--- config.mk ---
export PLATFORM = sky130hd
export DESIGN_NAME = dcdw_vec_module
export DESIGN_NICKNAME = d
export VERILOG_FILES = /design/src/rtl/dcdw_vec_module.sv
export SDC_FILE = /design/constraint.sdc
export NUM_CORES = 1
export LEC_CHECK = 0
export BUFFER_PORTS_ARGS = -buffer_cell sky130_fd_sc_hd__buf_4
export CAP_MARGIN = 10
export CORE_UTILIZATION = 30
export DETAILED_ROUTE_END_ITERATION = 10
export GPL_ROUTABILITY_DRIVEN = 0
export PLACE_DENSITY_LB_ADDON = 0.15
export SLEW_MARGIN = 15
export SYNTH_ARGS = -nofsm -noshare
export SYNTH_HDL_FRONTEND = slang
export SYNTH_SLANG_ARGS = --single-unit
--- constraint.sdc ---
create_clock -name clk -period 12.1 [get_ports clk]
set_input_delay 0.605 -clock clk [delete_from_list [all_inputs] [get_ports clk]]
set_output_delay 0.605 -clock clk [all_outputs]
set_load 0.005 [all_outputs]
--- src/rtl/dcdw_vec_module.sv ---
// Outer-product delta-weight generator: captures a[N_A] and delta[N_D], then streams
// a[i]*delta[j]*2^-LR_SHIFT (row-major, j fastest) over a valid/ready port.
module dcdw_vec_module #(
  parameter int DATA_W   = 16,
  parameter int FRAC_W   = 10,
  parameter int N_A      = 4,
  parameter int N_D      = 2,
  parameter int LR_SHIFT = 5,
  parameter int SAT_EN   = 1,
  localparam int RW = (N_A > 1) ? $clog2(N_A) : 1,
  localparam int CW = (N_D > 1) ? $clog2(N_D) : 1
) (
  input  logic                    clk,
  input  logic                    rst_n,
  input  logic [3:0]              i_step,
  input  logic                    i_start,
  input  logic [N_A*DATA_W-1:0]   i_a_vec,
  input  logic [N_D*DATA_W-1:0]   i_delta_vec,
  output logic                    o_busy,
  output logic                    o_dw_valid,
  input  logic                    i_dw_ready,
  output logic [DATA_W-1:0]       o_dw_data,
  output logic [RW-1:0]           o_dw_row,
  output logic [CW-1:0]           o_dw_col,
  output logic                    o_done
);

  localparam int PW = 2*DATA_W;
  localparam int SH = FRAC_W + LR_SHIFT;
  localparam logic signed [PW-1:0] MAXV = {{(DATA_W+1){1'b0}}, {(DATA_W-1){1'b1}}};
  localparam logic signed [PW-1:0] MINV = {{(DATA_W+1){1'b1}}, {(DATA_W-1){1'b0}}};

  typedef enum logic [1:0] {S_IDLE, S_MUL, S_OUT, S_DONE} state_t;

  state_t                          r_state, w_next;
  logic [N_A-1:0][DATA_W-1:0]      r_a;
  logic [N_D-1:0][DATA_W-1:0]      r_d;
  logic [RW-1:0]                   r_i;
  logic [CW-1:0]                   r_j;
  logic signed [PW-1:0]            r_prod;
  logic signed [PW-1:0]            w_pa, w_pd, w_shift;
  logic [DATA_W-1:0]               w_res, w_ai, w_dj;
  logic                            w_accept, w_hs, w_last;

  assign w_accept = (r_state == S_IDLE) && i_start && (i_step != 4'd0);
  assign w_hs     = (r_state == S_OUT) && i_dw_ready;
  assign w_last   = (r_i == RW'(N_A-1)) && (r_j == CW'(N_D-1));

  // Sign-extend both operands to full product width so the multiply is exact.
  assign w_ai = r_a[r_i];
  assign w_dj = r_d[r_j];
  assign w_pa = {{DATA_W{w_ai[DATA_W-1]}}, w_ai};
  assign w_pd = {{DATA_W{w_dj[DATA_W-1]}}, w_dj};
  assign w_shift = r_prod >>> SH;

  generate
    if (SAT_EN != 0) begin : g_sat
      always_comb begin
        w_res = w_shift[DATA_W-1:0];
        if (w_shift > MAXV)      w_res = MAXV[DATA_W-1:0];
        else if (w_shift < MINV) w_res = MINV[DATA_W-1:0];
      end
    end else begin : g_wrap
      logic w_unused_hi;
      assign w_unused_hi = ^w_shift[PW-1:DATA_W];
      assign w_res = w_shift[DATA_W-1:0];
    end
  endgenerate

  always_ff @(posedge clk or negedge rst_n) begin
    if (!rst_n) r_state <= S_IDLE;
    else        r_state <= w_next;
  end

  always_comb begin
    w_next = r_state;
    case (r_state)
      S_IDLE: if (w_accept) w_next = S_MUL;
      S_MUL:  w_next = S_OUT;
      S_OUT:  if (w_hs) w_next = w_last ? S_DONE : S_MUL;
      S_DONE: w_next = S_IDLE;
      default: w_next = S_IDLE;
    endcase
  end

  always_ff @(posedge clk or negedge rst_n) begin
    if (!rst_n) begin
      r_a    <= '0;
      r_d    <= '0;
      r_i    <= '0;
      r_j    <= '0;
      r_prod <= '0;
    end else begin
      if (w_accept) begin
        r_a <= i_a_vec;
        r_d <= i_delta_vec;
        r_i <= '0;
        r_j <= '0;
      end
      if (r_state == S_MUL) r_prod <= w_pa * w_pd;
      if (w_hs && !w_last) begin
        if (r_j == CW'(N_D-1)) begin
          r_j <= '0;
          r_i <= r_i + RW'(1);
        end else begin
          r_j <= r_j + CW'(1);
        end
      end
    end
  end

  assign o_busy     = (r_state != S_IDLE);
  assign o_done     = (r_state == S_DONE);
  assign o_dw_valid = (r_state == S_OUT);
  assign o_dw_data  = o_dw_valid ? w_res : '0;
  assign o_dw_row   = r_i;
  assign o_dw_col   = r_j;

endmodule

==> impl_metrics.csv <==
group,metric,value,unit
worst_setup_path,critical_path_s_top_delay_family,"adder cells",
place,placement.cell_area,16200,sq um
clock_network,number_of_h_tree_levels,4,
worst_setup_path,cp_slowest_cell,"sky130_fd_sc_hd__dfrtp_1",
finish,finish.utilization,35.2,%
floorplan,io_pins,126,
clock_network,post-cts-setup-buffers,0,
clock_network,clock_tree_from_tritoncts,"yes",
finish,final_nets,1986,
place,dpl.hpwl,31700,um
global_route,leftover_overflow_at_the_end_of_global_routing,0,
detailed_routing,drtPass1Iterations,5,
worst_setup_path,crit_path_cell_trace,"buf_4, mux2_2, o21ai_1, nor2_1, fa_1, inv_1, fa_1, inv_1, fa_1, fa_1, fa_1, inv_1, fa_1, inv_1, ha_1, a21o_1, a21oi_1, o21ai_0, o21ai_0, a31oi_2, a211o_1, a41o_1, a2111oi_2, nand3b_1",
worst_setup_path,worst_setup_path_start_kind,"flop",
floorplan,core.rowCount,80,
clock_network,clkSinkCount,118,
yosys,yosys_most_used_dff,"sky130_fd_sc_hd__dfrtp_1",
clock_network,ctsRootBufferMaster,"sky130_fd_sc_hd__clkbuf_16",
detailed_routing,via_count,10100,
place,dp_worst_setup_slack,3.64,ns
timing,fin_ws,3.65,ns
worst_setup_path,reg2reg_depth,24,
global_route,groute.layer.met1.usage,19.4,%
timing,timing.slew.headroom,27.9,%
timing,worst_slew_pin_slew,1.07,ns
yosys,ys_ff_latch,118,
global_route,wire_length_of_the_first_global_routing_pass,64100,um
timing,final.setup.tns,0,ns
global_route,grt.met2_usage,33.1,%
worst_setup_path,regToRegSetupSlack,3.65,ns
detailed_routing,drt_iter0_drc,442,
detailed_routing,postRouteWirelength,38600,um
timing,report.final.slew_viol_count,0,
timing,rsz0062_at_grt,"false",
run_status,status,"finished, final reports clean",
hold_path,hold_class,"primary input to async pin",
floorplan,die-height,222,um
timing,timing.fmax,118,MHz
floorplan,die-width,222,um
floorplan,floorplan.initialDensity,30.5,%
yosys,synth_cell_type_count,50,
timing,setup-violations-final,0,
global_route,met3_usage,2.24,%
detailed_routing,remaining_antenna_violation_count_after_routing,0,
place,buffer_ports.inserted,125,
worst_setup_path,timing.critical_path.required,12.48,ns
global_route,grt-busiest-layer,"met2",
finish,post_route_cells_drive_above_1_share,19.9,%
timing,fin_worst_skew,0.0201,ns
clock_network,clock_insertion_delay_worst_skew,0.45,ns
global_route,antenna_found_initial,0,
yosys,postSynth.asyncResetShare,100,%
global_route,maximum_number_of_pins_on_one_net_before_global_route_repair,77,
finish,layout.filler_cells,4874,
yosys,synth_edf_count,0,
worst_setup_path,critical-path-top-cell-by-count,"sky130_fd_sc_hd__fa_1",
clock_network,postCtsResizedCells,0,
worst_setup_path,critical_path.max_fanout,18,
yosys,synth_largest_area_cell,"sky130_fd_sc_hd__fa_1",
yosys,nets_in_the_synthesized_netlist,1871,
yosys,seq_area_frac_synth,20.3,%
yosys,synth.area.top_cells,"sky130_fd_sc_hd__fa_1, sky130_fd_sc_hd__dfrtp_1, sky130_fd_sc_hd__mux2_2",
detailed_routing,route.detailed.vias_per_inst,4.66,
floorplan,die_area,49400,sq um
clock_network,cts.hold.buffers_added,0,
yosys,synthesis.instances,1426,
worst_setup_path,timing.critical_path.slowest_cell_delay,0.90,ns
detailed_routing,detail_route.drc_violations,0,
worst_setup_path,worst-path-stages,24,
finish,layout-area-overhead-vs-synth,15.6,%
yosys,ys.warnings.count,0,
worst_setup_path,worst-setup-path-type,"flop to flop",
yosys,syn_area_per_cell,10.2,sq um
yosys,cell_area_after_synthesis,14500,sq um
clock_network,clk_transition_reported_paths,0.07,ns
global_route,globalRouteTotalUtil,17.0,%
flow_run,maxCapViolations,0,
finish,layout_cell_area_excl_fill,16800,sq um
global_route,grt_pass1_vias,11800,
detailed_routing,route.detailed.wl_per_inst,17.8,um
timing,number_of_hold_slack_violations_in_the_final_timing_report,0,
floorplan,coreArea,47700,sq um
worst_setup_path,cp_data_arrival_time,8.83,ns
worst_setup_path,setup_crit_end_kind,"flop",
clock_network,cts-root-to-sink-buffers,2,
clock_network,cts-buffers-inserted,17,
finish,diodes,0,
worst_setup_path,reg_to_reg_critical_path_startpoint,"o_dw_row[1]$_DFF_PN0_",
timing,period_share,69.8,%
timing,tmin_final,8.45,ns
worst_setup_path,cp_num_buf_inv,5,
worst_setup_path,worstReg2RegEnd,"r_prod[29]$_DFFE_PN0N_",
yosys,netlist.area_leader.share,35.9,%
==> stage by stage <==
| stage | std cells | hold slack (ns) |
|---|---|---|
| after global routing | 2169 | 0.209 |
| after CTS | 2169 | 0.177 |
| after floorplan | 1426 | 0.309 |
| final | 2169 | 0.172 |
| after detailed placement | 2137 | 0.476 |
| after global placement | 2137 | 0.475 |
==> Yosys cell counts, types with 4 or more instances <==
| cell | n |
|---|---|
| sky130_fd_sc_hd__and3_1 | 6 |
| sky130_fd_sc_hd__nand2_1 | 144 |
| sky130_fd_sc_hd__ha_1 | 80 |
| sky130_fd_sc_hd__o21a_1 | 15 |
| sky130_fd_sc_hd__a21o_1 | 8 |
| sky130_fd_sc_hd__clkbuf_1 | 40 |
| sky130_fd_sc_hd__o21ai_1 | 11 |
| sky130_fd_sc_hd__xor2_1 | 4 |
| sky130_fd_sc_hd__and2_1 | 9 |
| sky130_fd_sc_hd__fa_1 | 261 |
| sky130_fd_sc_hd__or3_1 | 4 |
| sky130_fd_sc_hd__buf_1 | 4 |
| sky130_fd_sc_hd__mux2_2 | 119 |
| sky130_fd_sc_hd__xnor2_1 | 20 |
| sky130_fd_sc_hd__mux4_2 | 5 |
| sky130_fd_sc_hd__nor2b_1 | 27 |
| sky130_fd_sc_hd__a21oi_1 | 16 |
| sky130_fd_sc_hd__nand2b_1 | 12 |
| sky130_fd_sc_hd__nand3_1 | 7 |
| sky130_fd_sc_hd__dfrtp_1 | 118 |
| sky130_fd_sc_hd__o21ai_0 | 21 |
| sky130_fd_sc_hd__inv_1 | 286 |
| sky130_fd_sc_hd__nor2_1 | 148 |
| sky130_fd_sc_hd__mux2i_1 | 26 |
==> cell type report <==
cell class	count	area [sq um]	area share, %
Clock buffer	17	425	2.53
Inverter	286	1070	6.39
Clock inverter	15	170	1.01
Tap cell	615	769	4.58
Multi-Input combinational cell	976	10300	61.6
Timing Repair Buffer	142	1070	6.34
Sequential cell	118	2950	17.6
==> layer usage <==
layer / wire (um) / up-vias
met3: 1020 / 29
met1: 15200 / 5334
li1: - / 4602
met5: 0 / -
met4: 461 / 0
met2: 21900 / 145
==> cells in the final DEF (no fill, tap or decap), types with 2 or more instances in the layout <==
cell type                    netlist  layout
sky130_fd_sc_hd__nand2b_1         12      12
sky130_fd_sc_hd__o211ai_1          2       2
sky130_fd_sc_hd__fa_1            261     261
sky130_fd_sc_hd__ha_1             80      80
sky130_fd_sc_hd__inv_6             0       4
sky130_fd_sc_hd__or3_1             4       4
sky130_fd_sc_hd__mux4_2            5       5
sky130_fd_sc_hd__nor2b_1          27      27
sky130_fd_sc_hd__a21o_1            8       8
sky130_fd_sc_hd__o21ai_1          11      10
sky130_fd_sc_hd__a211o_1           2       2
sky130_fd_sc_hd__o21a_1           15      15
sky130_fd_sc_hd__a2111oi_0         2       2
sky130_fd_sc_hd__xnor2_1          20      20
sky130_fd_sc_hd__o21ai_0          21      21
sky130_fd_sc_hd__o41ai_1           2       2
sky130_fd_sc_hd__mux2_2          119     119
sky130_fd_sc_hd__buf_4             1     142
sky130_fd_sc_hd__and3_1            6       6
sky130_fd_sc_hd__clkinv_4          0       5
sky130_fd_sc_hd__xor2_1            4       4
sky130_fd_sc_hd__mux2i_1          26      26
sky130_fd_sc_hd__bufinv_16         0       2
sky130_fd_sc_hd__or2_2             2       2
sky130_fd_sc_hd__clkinvlp_4        0       2
sky130_fd_sc_hd__nor2_1          148     148
sky130_fd_sc_hd__nor4_1            3       3
sky130_fd_sc_hd__a21oi_1          16      16
sky130_fd_sc_hd__nand2_1         144     144
sky130_fd_sc_hd__inv_1           286     286
sky130_fd_sc_hd__and2_1            9       9
sky130_fd_sc_hd__dfrtp_1         118     118
sky130_fd_sc_hd__nor3_1            2       2
sky130_fd_sc_hd__a31oi_1           2       2
sky130_fd_sc_hd__clkbuf_16         0      17
sky130_fd_sc_hd__nand3_1           7       7
==> worst max-delay path by stage <==
stage / start / end / slack, ns
4_1_cts: o_dw_row[1]$_DFF_PN0_ / r_prod[30]$_DFFE_PN0N_ / 3.62
2_1_floorplan: o_dw_col$_DFFE_PN0P_ / r_prod[29]$_DFFE_PN0N_ / 4.89
5_1_grt: o_dw_row[1]$_DFF_PN0_ / r_prod[30]$_DFFE_PN0N_ / 3.21
3_5_place_dp: o_dw_row[1]$_DFF_PN0_ / r_prod[30]$_DFFE_PN0N_ / 3.64
3_3_place_gp: o_dw_row[1]$_DFF_PN0_ / r_prod[29]$_DFFE_PN0N_ / 3.68
6_report: o_dw_row[1]$_DFF_PN0_ / r_prod[29]$_DFFE_PN0N_ / 3.65
==> worst register-to-register path: cells and delay by family (launching register included) <==
kind | cells | cell delay, ns
AOI/OAI and AO/OA | 9 | 2.87
and+or+nand+nor | 2 | 0.29
buffers and inverters | 5 | 0.59
adders and majority gates | 7 | 3.35
DFF | 1 | 0.90
muxes | 1 | 0.38
==> registers in the layout (all words and copies together), names as in the netlist <==
signal	cells
r_a	64
o_dw_col	1
r_d	32
r_state	2
r_prod	17
o_dw_row	2
==> cells by family after synthesis <==
group / after synthesis / share of synthesized area [%]
buffers and inverters: 332 / 8.61
muxes: 151 / 11.9
and+or+nand+nor: 370 / 10.9
adders and majority gates: 341 / 42.8
DFF: 118 / 20.3
xor gates and xnor gates: 24 / 1.45
AOI/OAI and AO/OA: 90 / 4.05
Power is not shown: default switching activity piles up to over one toggle a cycle in this logic, so the estimate is an artifact.
